## src/rtl/ring_osc_freq_meter_if.sv

```systemverilog
// Signal bundle between the ring-oscillator frequency meter and its user:
// control inputs, raw oscillator pins, ring enables and the measurement result.
interface ring_osc_freq_meter_if #(
  parameter int unsigned N_CH   = 4,
  parameter int unsigned CNT_W  = 16,
  parameter int unsigned GATE_W = 16
);
  logic [N_CH-1:0]         osc_in;
  logic [$clog2(N_CH)-1:0] ch_sel;
  logic [GATE_W-1:0]       gate_len;
  logic                    start;
  logic                    cont;
  logic                    abort;
  logic [N_CH-1:0]         osc_en;
  logic                    busy;
  logic                    done;
  logic [CNT_W-1:0]        count;
  logic                    overflow;

  modport master (
    output osc_in, ch_sel, gate_len, start, cont, abort,
    input  osc_en, busy, done, count, overflow
  );

  modport slave (
    input  osc_in, ch_sel, gate_len, start, cont, abort,
    output osc_en, busy, done, count, overflow
  );
endinterface

```

## src/rtl/ring_osc_freq_meter.sv

```systemverilog
// Ring-oscillator frequency meter: enables one ring, lets it settle, then counts
// synchronized rising edges over a programmable gate window with a saturating counter.
module ring_osc_freq_meter #(
  parameter int unsigned N_CH       = 4,
  parameter int unsigned CNT_W      = 16,
  parameter int unsigned GATE_W     = 16,
  parameter int unsigned SETTLE_CYC = 8
) (
  input logic                  clk,
  input logic                  rst,
  ring_osc_freq_meter_if.slave bus
);
  localparam int unsigned SelW = $clog2(N_CH);
  localparam int unsigned SetW = $clog2(SETTLE_CYC + 1);
  localparam int unsigned TmrW = (GATE_W > SetW) ? GATE_W : SetW;
  localparam logic [TmrW-1:0]  SettleLoad = TmrW'(SETTLE_CYC);
  localparam logic [CNT_W-1:0] CntMax     = '1;

  typedef enum logic [1:0] {StIdle, StSettle, StMeasure} state_e;

  state_e            state_q, state_d;
  logic [SelW-1:0]   sel_q, sel_d;
  logic [GATE_W-1:0] gate_q, gate_d;
  logic [TmrW-1:0]   tmr_q, tmr_d;
  logic [CNT_W-1:0]  cnt_q, cnt_d, count_q, count_d, cnt_inc;
  logic              ovf_q, ovf_d, overflow_q, overflow_d, ovf_inc;
  logic              done_q, done_d;
  logic              s1_q, s2_q, s3_q;
  logic              rise, last;

  assign rise = s2_q & ~s3_q;

  always_comb begin
    state_d    = state_q;
    sel_d      = sel_q;
    gate_d     = gate_q;
    tmr_d      = tmr_q;
    cnt_d      = cnt_q;
    ovf_d      = ovf_q;
    count_d    = count_q;
    overflow_d = overflow_q;
    done_d     = 1'b0;
    last       = (tmr_q == TmrW'(1));

    // Saturating increment; an edge arriving at full scale only raises the flag.
    cnt_inc = cnt_q;
    ovf_inc = ovf_q;
    if (rise) begin
      if (cnt_q == CntMax) ovf_inc = 1'b1;
      else                 cnt_inc = cnt_q + 1'b1;
    end

    unique case (state_q)
      StIdle: begin
        if (bus.start && !bus.abort) begin
          sel_d   = bus.ch_sel;
          gate_d  = (bus.gate_len == '0) ? GATE_W'(1) : bus.gate_len;
          tmr_d   = SettleLoad;
          state_d = StSettle;
        end
      end
      StSettle: begin
        if (bus.abort) begin
          state_d = StIdle;
        end else if (last) begin
          tmr_d   = TmrW'(gate_q);
          cnt_d   = '0;
          ovf_d   = 1'b0;
          state_d = StMeasure;
        end else begin
          tmr_d = tmr_q - 1'b1;
        end
      end
      StMeasure: begin
        if (bus.abort) begin
          state_d = StIdle;
        end else begin
          cnt_d = cnt_inc;
          ovf_d = ovf_inc;
          if (last) begin
            count_d    = cnt_inc;
            overflow_d = ovf_inc;
            done_d     = 1'b1;
            if (bus.cont) begin
              tmr_d   = SettleLoad;
              state_d = StSettle;
            end else begin
              state_d = StIdle;
            end
          end else begin
            tmr_d = tmr_q - 1'b1;
          end
        end
      end
      default: state_d = StIdle;
    endcase
  end

  always_ff @(posedge clk or posedge rst) begin
    if (rst) begin
      state_q    <= StIdle;
      sel_q      <= '0;
      gate_q     <= '0;
      tmr_q      <= '0;
      cnt_q      <= '0;
      ovf_q      <= 1'b0;
      count_q    <= '0;
      overflow_q <= 1'b0;
      done_q     <= 1'b0;
      s1_q       <= 1'b0;
      s2_q       <= 1'b0;
      s3_q       <= 1'b0;
    end else begin
      state_q    <= state_d;
      sel_q      <= sel_d;
      gate_q     <= gate_d;
      tmr_q      <= tmr_d;
      cnt_q      <= cnt_d;
      ovf_q      <= ovf_d;
      count_q    <= count_d;
      overflow_q <= overflow_d;
      done_q     <= done_d;
      // Free-running so the history FF is primed before counting begins.
      s1_q       <= bus.osc_in[sel_q];
      s2_q       <= s1_q;
      s3_q       <= s2_q;
    end
  end

  // Combinational from reset-cleared state so the ring drops on rst without a clock.
  assign bus.osc_en   = (state_q != StIdle) ? (N_CH'(1) << sel_q) : '0;
  assign bus.busy     = (state_q != StIdle);
  assign bus.done     = done_q;
  assign bus.count    = count_q;
  assign bus.overflow = overflow_q;
endmodule

```

## src/flat_wrapper.sv

```systemverilog
// flat-port wrapper written by rule: the top's interface ports become plain ports
module ring_osc_freq_meter_flat 
#(
  parameter int unsigned N_CH       = 4,
  parameter int unsigned CNT_W      = 16,
  parameter int unsigned GATE_W     = 16,
  parameter int unsigned SETTLE_CYC = 8
)
  (clk, rst, bus_osc_in, bus_ch_sel, bus_gate_len, bus_start, bus_cont, bus_abort, bus_osc_en, bus_busy, bus_done, bus_count, bus_overflow);
  ring_osc_freq_meter_if #(.N_CH(N_CH), .CNT_W(CNT_W), .GATE_W(GATE_W)) bus_i ();
  input logic clk;
  input logic rst;
  input wire logic [$bits(bus_i.osc_in)-1:0] bus_osc_in;
  input wire logic [$bits(bus_i.ch_sel)-1:0] bus_ch_sel;
  input wire logic [$bits(bus_i.gate_len)-1:0] bus_gate_len;
  input wire logic [$bits(bus_i.start)-1:0] bus_start;
  input wire logic [$bits(bus_i.cont)-1:0] bus_cont;
  input wire logic [$bits(bus_i.abort)-1:0] bus_abort;
  output wire logic [$bits(bus_i.osc_en)-1:0] bus_osc_en;
  output wire logic [$bits(bus_i.busy)-1:0] bus_busy;
  output wire logic [$bits(bus_i.done)-1:0] bus_done;
  output wire logic [$bits(bus_i.count)-1:0] bus_count;
  output wire logic [$bits(bus_i.overflow)-1:0] bus_overflow;
  assign bus_i.osc_in = bus_osc_in;
  assign bus_i.ch_sel = bus_ch_sel;
  assign bus_i.gate_len = bus_gate_len;
  assign bus_i.start = bus_start;
  assign bus_i.cont = bus_cont;
  assign bus_i.abort = bus_abort;
  assign bus_osc_en = bus_i.osc_en;
  assign bus_busy = bus_i.busy;
  assign bus_done = bus_i.done;
  assign bus_count = bus_i.count;
  assign bus_overflow = bus_i.overflow;
  ring_osc_freq_meter #(.N_CH(N_CH), .CNT_W(CNT_W), .GATE_W(GATE_W), .SETTLE_CYC(SETTLE_CYC)) u_core (.clk(clk), .rst(rst), .bus(bus_i));
endmodule
```

## config.mk

```make
export PLATFORM = sky130hd
export DESIGN_NAME = ring_osc_freq_meter_flat
export DESIGN_NICKNAME = d
export VERILOG_FILES = /design/src/rtl/ring_osc_freq_meter_if.sv /design/src/rtl/ring_osc_freq_meter.sv /design/src/flat_wrapper.sv
export SDC_FILE = /design/constraint.sdc
export NUM_CORES = 1
export LEC_CHECK = 0
export BUFFER_PORTS_ARGS = -buffer_cell sky130_fd_sc_hd__buf_2
export CAP_MARGIN = 20
export CORE_ASPECT_RATIO = 0.6
export CORE_MARGIN = 1
export CORE_UTILIZATION = 32
export DETAILED_ROUTE_END_ITERATION = 7
export GPL_ROUTABILITY_DRIVEN = 0
export PLACE_DENSITY = 0.53
export SYNTH_ARGS = -nofsm -noshare
export SYNTH_HDL_FRONTEND = slang
export SYNTH_SLANG_ARGS = --single-unit
```

## constraint.sdc

```tcl
create_clock -name clk -period 4 [get_ports clk]
set_input_delay 0.6 -clock clk [delete_from_list [all_inputs] [get_ports clk]]
set_output_delay 0.6 -clock clk [all_outputs]
set_load 0.05 [all_outputs]
```

# After elaboration in Yosys (flattened, before gate mapping)

Cells that the tools add are included.

$add $sub $neg: 2
$lt $le $gt $ge: 1
Eq/ne operators: 11
Shift-type cells: 1
Multiplexer cells: 33
Bitwise gates (word level): 3
Reductions and logical operators: 12

Operator list:

| cell                                                  | count |
|---|---|
| 2-to-1 mux 16 bit                                     | 12 |
| one-hot mux 16 bit (3 select lines)                   | 1 |
| one-hot mux 16 bit (2 select lines)                   | 1 |
| adder 16 x 1 -> 16 bit (second input constant)        | 1 |
| equality test 16 x 1 -> 1 bit (second input constant) | 1 |
| equality test 16 bit (second input constant)          | 1 |
| logical NOT 16 bit                                    | 1 |
| subtractor 16 x 1 -> 16 bit (second input constant)   | 1 |
| 2-to-1 mux 1 bit                                      | 10 |
| 2-to-1 mux 2 bit                                      | 5 |
| != test 3 x 2 -> 1 bit (second input constant)        | 2 |
| one-hot mux 2 bit (3 select lines)                    | 1 |
| AND reduction 3 bit                                   | 2 |
| AND reduction 5 bit                                   | 1 |
| 2-to-1 mux 4 bit                                      | 1 |
| != test 2 x 1 -> 1 bit (second input constant)        | 2 |
| != test 2 bit (second input constant)                 | 2 |
| AND reduction 4 bit                                   | 1 |
| nonzero test 2 bit                                    | 2 |
| left shift 1 x 2 -> 4 bit (first input constant)      | 1 |
| < comparator 2 x 3 -> 1 bit (second input constant)   | 1 |
| != test 3 bit (second input constant)                 | 1 |
| nonzero test 3 bit                                    | 1 |
| binary-select mux 1 bit (select 2 bit)                | 1 |
| other kinds (9)                                       | 10 |

Register bits: 74
Input bits: 27
Output and inout bits: 23
Word-level logic and storage cells: 75

# Depth between registers and ports, before layout

Gate-level depths: netlist (run 1).

Depth in word-level cells: 5
Mapped depth: 10
Depth with buffers taken out: 7

# Least setup slack after synthesis (run 1)

OpenSTA, ideal clock, no wires.

Path kind: register to output
Start point: register u_core.state_q[0]
End point: output bus_osc_en[1]
Data arrival time: 1.955 ns
Required time: 3.400 ns
Slack: 1.445 ns
Cell stages (with the launch flop): 5
Path buffers: 1
Cell sequence: dfrtp_1 -> inv_1 -> ha_1 -> clkbuf_1 -> nor3b_1

Longest elaborated chain between the ends: 2

Ends and longest elaborated chain:

| element                | line                       | text |
|---|---|---|
| from (decl)            | ring_osc_freq_meter.sv:21  | `state_e state_q, state_d;` |
| from (signal assigned) | ring_osc_freq_meter.sv:101 | `state_q <= StIdle;` |
| from (signal assigned) | ring_osc_freq_meter.sv:114 | `state_q <= state_d;` |
| nonzero test 2 bit     | ring_osc_freq_meter.sv:131 | `assign bus.osc_en = (state_q != StIdle) ? (N_CH'(1) << sel_q) : '0;` |
| 2-to-1 mux 4 bit       | ring_osc_freq_meter.sv:131 |  |
| to (decl)              | flat_wrapper.sv:19         | `output wire logic [$bits(bus_i.osc_en)-1:0] bus_osc_en;` |

Every way passes these cells.

# Final worst setup path (run 1)

Start point: register u_core.tmr_q[2]
End point: register u_core.cnt_q[12]

Longest elaborated chain between the ends: 3

Ends and longest elaborated chain:

| element                          | line                       | text |
|---|---|---|
| from (decl)                      | ring_osc_freq_meter.sv:24  | `logic [TmrW-1:0] tmr_q, tmr_d;` |
| from (signal assigned)           | ring_osc_freq_meter.sv:117 | `tmr_q <= tmr_d;` |
| equality test 16 x 1 -> 1 bit    | ring_osc_freq_meter.sv:43  | `last = (tmr_q == TmrW'(1));` |
| != test 2 x 1 -> 1 bit (no line) | -                          |  |
| AND reduction 4 bit (no line)    | -                          |  |
| to (signal assigned)             | ring_osc_freq_meter.sv:118 | `cnt_q <= cnt_d;` |
| to (decl)                        | ring_osc_freq_meter.sv:25  | `logic [CNT_W-1:0] cnt_q, cnt_d, count_q, count_d, cnt_inc;` |

Every way passes these cells.
A chain may end at the register's enable or synchronous reset.

==> results by group, run 1 <==
Layout
  • Nets@finish: 512
  • Area Growth Syn to Fin: 17.39%
  • Antenna Cells: 0
  • Layout cell share with drive strength beyond 1: 0.2236

Critical path
  • CP peak stage delay: 790 ps
  • CP delay by family, top: simple AND/OR/NAND/NOR gates
  • Worst Path Max Fanout: 24
  • Crit path DAT: 3400 ps
  • Crit path launch type: flop
  • Slowest cell on the critical path: a21oi_2
  • CP endpoint kind: flop
  • Setup CP Type: reg2reg
  • CP required: 4270 ps
  • Buf/Inv on CP: 0
  • CP cell instances: or4_1 -> or4_4 -> a21oi_2 -> o21ai_0 -> a21oi_1

Drt
  • Wl on met1: 6084 um
  • Vias per Instance: 5.568
  • WL final: 11400 um
  • Antenna Nets Post-Route: 0
  • Initial DRC Count: 281
  • DRT Pass-1 Iters: 4
  • Drt wl/cell: 17.59 um
  • Met3 wire length: 757 um
  • Met2 WL: 4416 um
  • Max layer used: met4
  • Via count: 3608
  • Drt drc: 0

Timing
  • Final-report max-slew violation count: 0
  • Max Freq: 0.3190 GHz
  • Worst Hold Slack: 161.7 ps
  • Final setup violation count: 0
  • Period utilisation layout: 0.7837
  • Hold Vio Cnt, Final: 0
  • RSZ-0062 raised after global routing: no
  • Rel. slew slack: 0.3145
  • Slew at the pin closest to its max-slew limit: 1028 ps
  • Crit path time final: 3135 ps
  • Setup TNS Final: 0 ps
  • Final setup margin: 865.4 ps
  • Clock skew: 6.876 ps

Power
  • Sequential power share: 0.337
  • Switch share: 0.4144
  • Leak: 2.088 nW
  • Clk pwr share: 0.262
  • Power Internal: 0.001991 W
  • Switching Power: 0.001409 W
  • Combinational power share: 0.402
  • Power per standard cell area: 696.5 nW/um2
  • Maximum VDD drop: 469.4 uV

Die
  • Die width: 149.2 um
  • Core area: 12370 um2
  • I/O pins: 50
  • Die footprint: 13470 um2
  • Placement row count: 31
  • Die H: 90.31 um
  • Starting Density: 0.3361

Min path
  • Hold crit path type: in2async

Clock network
  • Root Buffer: clkbuf_16
  • Clock sinks: 74
  • CTS tree: built
  • Clock buffer depth: 2
  • Setup Buffers After CTS: 0
  • Clock latency on the worst-skew pair: 350 ps
  • TritonCTS Buffers: 9
  • Clock-pin slew on the worst setup and hold paths: 60 ps
  • Hold buffers post-CTS: 0
  • Post_cts resized: 0
  • CTS HTree Levels: 3

Synth
  • Mapped Cells: 436
  • Library cells used by synthesis: 58
  • Synth async-reset ratio: 1.000
  • Syn avg cell area: 9.539 um2
  • Sequential share of the synthesized area: 0.4452
  • Most frequently used flop master after synthesis: dfrtp_1
  • Synthesized flop and latch total: 74
  • Yosys warns: 0
  • Cell area after synthesis: 4159 um2
  • Synth Net Count: 470
  • Number of flops mapped to enable cells by yosys: 0

Placed design
  • Port Buffers: 49
  • Post-DP HPWL: 8249 um
  • Setup Slack @ Placement: 907.8 ps

Job
  • Max-cap violations: 0

Global routing
  • Total GRT Usage: 0.1819
  • First-pass GRT wire length: 18800 um
  • Maximum number of pins on one net before global-route repair: 50
  • Grt ovf: 0
  • Via count of the first global-routing pass: 3337
  • Initial antenna violation count: 0

Outcome
  • Status: completed
==> cell usage after synthesis, types with 3 or more instances <==
library cell,instances,area [um2]
dfrtp_1,74,1852
ha_1,7,87.58
nor2b_1,5,31.28
a31oi_1,22,137.6
o21ai_1,4,20.02
nand2b_1,10,62.56
nor3_1,23,115.1
nor3b_1,4,30.03
or2_2,7,43.79
a41oi_1,4,35.03
or4_1,6,45.04
xnor2_1,12,105.1
o21ai_0,35,175.2
o22ai_1,4,25.02
inv_1,15,56.30
nand4_1,6,37.54
or3_1,4,25.02
nand3_1,6,30.03
buf_4,3,22.52
nand2_1,33,123.9
a211oi_1,9,67.56
nor2_1,22,82.58
and3_1,6,37.54
o31ai_1,18,135.1
clkbuf_1,20,75.07
a21oi_1,13,65.06
nor4_1,11,68.82
mux2_2,17,191.4
==> through the flow <==
stage,cells,util,power (W),cell area [um2]
final,648,0.3946,0.003400,4882
after global routing,648,0.3946,0.003614,4882
after CTS,647,0.3930,0.003398,4862
after detailed placement,631,0.3668,0.002493,4538
after global placement,631,0.3668,0.002467,4538
after floorplan,436,-,0.002154,4159
==> routing by layer <==
layer / vias to the layer above / global-route usage
met1: 1747 / 0.2927
met5: - / 0
met3: 12 / 0.04545
li1: 1720 / -
met2: 129 / 0.2271
met4: 0 / 0.05782
==> worst paths after layout <==
check                                startpoint  slack, ps                   end  cells past startpoint
worst min-delay path                        rst        160  u_core.bus.count[13]                      2
min in group clk                    u_core.s1_q        360           u_core.s2_q                      0
worst max-delay path            u_core.tmr_q[2]        870      u_core.cnt_q[12]                      5
worst max register to register  u_core.tmr_q[2]        870      u_core.cnt_q[12]                      5
worst min register to register      u_core.s1_q        360           u_core.s2_q                      0
max in group asynchronous                   rst       3080      u_core.gate_q[6]                      4
==> power by group through the flow <==
stage	Clock, W	Sequential [W]	Combinational, W
6_report	0.000890	0.00114	0.00137
5_1_grt	0.000943	0.00117	0.00150
4_1_cts	0.000908	0.00114	0.00135
3_5_place_dp	0	0.00115	0.00135
3_3_place_gp	0	0.00114	0.00133
2_1_floorplan	0	0.00111	0.00104
==> cells by family (layout without fill, tap and decap cells) <==
group,after synthesis,in the layout,synth area share
simple gates,153,153,0.2037
compound gates,128,128,0.2028
flops,74,74,0.4452
buf+inv,41,88,0.04362
mux,20,20,0.05626
xor+xnor,13,13,0.02738
fa+ha+maj,7,7,0.02106
==> flip-flops by register name (all words and copies together) (netlist names), 2 cells and up <==
signal / flops
u_core.cnt_q: 16
u_core.sel_q: 2
u_core.gate_q: 16
u_core.bus.count: 16
u_core.tmr_q: 16
u_core.state_q: 2
==> final cells by class <==
| type | instances | area [um2] |
|---|---|---|
| fill | 1226 | 7491 |
| multi-input combinational | 321 | 2126 |
| sequential | 74 | 1852 |
| timing repair buffer | 57 | 317.8 |
| clock buffer | 9 | 225.2 |
| tap | 165 | 206.4 |
| clock inverter | 7 | 98.84 |
| inverter | 15 | 56.30 |
==> cell usage in the layout (no fill, tap or decap), types with 9 or more instances in the layout <==
cell       instances
a211oi_1           9
a21oi_1           13
a31oi_1           22
buf_2             49
clkbuf_16          9
dfrtp_1           74
inv_1             14
mux2_2            17
nand2_1           33
nand2b_1          10
nor2_1            22
nor3_1            23
nor4_1            11
o21ai_0           35
o31ai_1           18
xnor2_1           12
Note: power is estimated with default switching activity, not from simulation.
==> run 2, diff against run 1 <==
clock period = 3.03 ns   (was 4 ns; I/O delays follow)
==> run 2 against run 1 <==
Against the previous run: clock power increased by 33%; final cell count is 1.4% higher; sequential share of layout area is 0.55 points lower; critical path depth unchanged; core utilization increased by 0.58 points; sequential cell count is the same; routed wire length up 1.2%; sequential power grew 32%; non-clock buffer count grew 9; via count increased by 0.97%; design area up 1.5%.
==> results by group, run 2 (synthesis gave the netlist of run 1 again) <==
Outcome
  • Status: completed

Drt
  • Via count: 3643
  • Max layer used: met4
  • Drt drc: 0
  • Initial DRC Count: 230
  • DRT Pass-1 Iters: 4
  • Met3 wire length: 767 um
  • Drt wl/cell: 17.55 um
  • Vias per Instance: 5.545
  • Met2 WL: 4430 um
  • WL final: 11530 um
  • Wl on met1: 6216 um
  • Antenna Nets Post-Route: 0

Layout
  • Area Growth Syn to Fin: 19.10%
  • Layout cell share with drive strength beyond 1: 0.2378
  • Antenna Cells: 0
  • Nets@finish: 521
  • Finished Cell Area: 4954 um2
  • Most common cell after layout, fill and taps aside: dfrtp_1
  • Most frequent cells in the layout: dfrtp_1 (74), buf_2 (49), o21ai_0 (35)
  • Non-filler cells, final: 657

Timing
  • RSZ-0062 raised after global routing: no
  • Final-report max-slew violation count: 0
  • Period utilisation layout: 0.9090
  • Rel. slew slack: 0.4810
  • Final setup margin: 275.8 ps
  • Max Freq: 0.3631 GHz
  • Clock skew: 4.902 ps
  • Setup TNS Final: 0 ps
  • Crit path time final: 2754 ps
  • Hold Vio Cnt, Final: 0
  • Slew at the pin closest to its max-slew limit: 776.6 ps
  • Final setup violation count: 0

Power
  • Switch share: 0.4052
  • Power per standard cell area: 917.7 nW/um2
  • Clk pwr share: 0.259
  • Combinational power share: 0.408
  • Switching Power: 0.001842 W
  • Power Internal: 0.002704 W
  • Leak: 2.133 nW
  • Maximum VDD drop: 508.3 uV
  • Sequential power share: 0.332

Critical path
  • CP required: 3250 ps
  • Crit path launch type: flop
  • Worst Path Max Fanout: 14
  • Setup CP Type: reg2reg
  • CP endpoint kind: flop
  • Crit path DAT: 2970 ps

Die
  • Placement row count: 31
  • Die width: 149.2 um
  • Starting Density: 0.3361
  • Die H: 90.31 um
  • Core area: 12370 um2
  • I/O pins: 50
  • Die footprint: 13470 um2

Placed design
  • Setup Slack @ Placement: 328.8 ps
  • Placed instance area: 4626 um2
  • Port Buffers: 49
  • Post-DP HPWL: 8346 um
  • Placed cell count: 641

Clock network
  • Setup Buffers After CTS: 0
  • Clock buffer depth: 2
  • Post_cts resized: 0
  • Root Buffer: clkbuf_16
  • TritonCTS Buffers: 9
  • Clock sinks: 74
  • Clock-pin slew on the worst setup and hold paths: 60 ps
  • Hold buffers post-CTS: 0
  • Clock latency on the worst-skew pair: 340 ps
  • CTS HTree Levels: 3
  • CTS tree: built

Global routing
  • First-pass GRT wire length: 19020 um
  • Initial antenna violation count: 0
  • Maximum number of pins on one net before global-route repair: 75
  • Via count of the first global-routing pass: 3459
  • Grt ovf: 0
  • Total GRT Usage: 0.1844

Min path
  • Hold crit path type: in2async

Job
  • Max-cap violations: 0
## run 2: path summary, 6_finish.rpt
path / startpoint / to / slack, ps / cells past startpoint
worst max-delay path: u_core.tmr_q[2] / u_core.cnt_q[7] / 280 / 5
worst min-delay path: rst / u_core.bus.overflow / 180 / 3
worst max register to register: u_core.tmr_q[2] / u_core.cnt_q[7] / 280 / 5
worst min register to register: u_core.s1_q / u_core.s2_q / 370 / 0
max in group asynchronous: rst / u_core.gate_q[10] / 2480 / 3
min in group clk: bus_ch_sel[1] / u_core.sel_q[1] / 350 / 2
## run 2: stage by stage
step / power, W / hold WS, ps / utilization
final: 0.004546 / 182.7 / 0.4003
after detailed placement: 0.003353 / 369.6 / 0.3739
after global routing: 0.004833 / 228.9 / 0.4003
after global placement: 0.003326 / 345.0 / 0.3739
after floorplan: 0.002844 / 331.2 / -
after CTS: 0.004549 / 219.1 / 0.4003
## run 2: final cells by class
| cell class | count | area [um2] |
|---|---|---|
| Clock buffer | 10 | 239.0 |
| Tap cell | 165 | 206.4 |
| Inverter | 15 | 56.30 |
| Clock inverter | 6 | 88.84 |
| Timing Repair Buffer | 66 | 385.4 |
| Multi-Input combinational cell | 321 | 2126 |
| Fill cell | 1230 | 7420 |
| Sequential cell | 74 | 1852 |
## run 2: critical path: stages, from the launching register on
cell	delay (ps)
dfrtp_1	430
or4_1	570
or4_4	590
o32ai_4	690
a21boi_0	250
mux2i_1	100
## run 2: power by group through the flow
stage / Sequential [W] / Combinational, W / Clock [W]
after detailed placement: 0.00152 / 0.00184 / 0
final: 0.00151 / 0.00186 / 0.00118
after global routing: 0.00155 / 0.00204 / 0.00125
after global placement: 0.00150 / 0.00182 / 0
after CTS: 0.00150 / 0.00185 / 0.00120
after floorplan: 0.00147 / 0.00138 / 0
## run 2: metal layers
layer  track usage  vias up
li1              -     1749
met1        0.2970     1762
met2        0.2333      122
met3       0.04596       10
met4       0.05187        0
met5             0        -
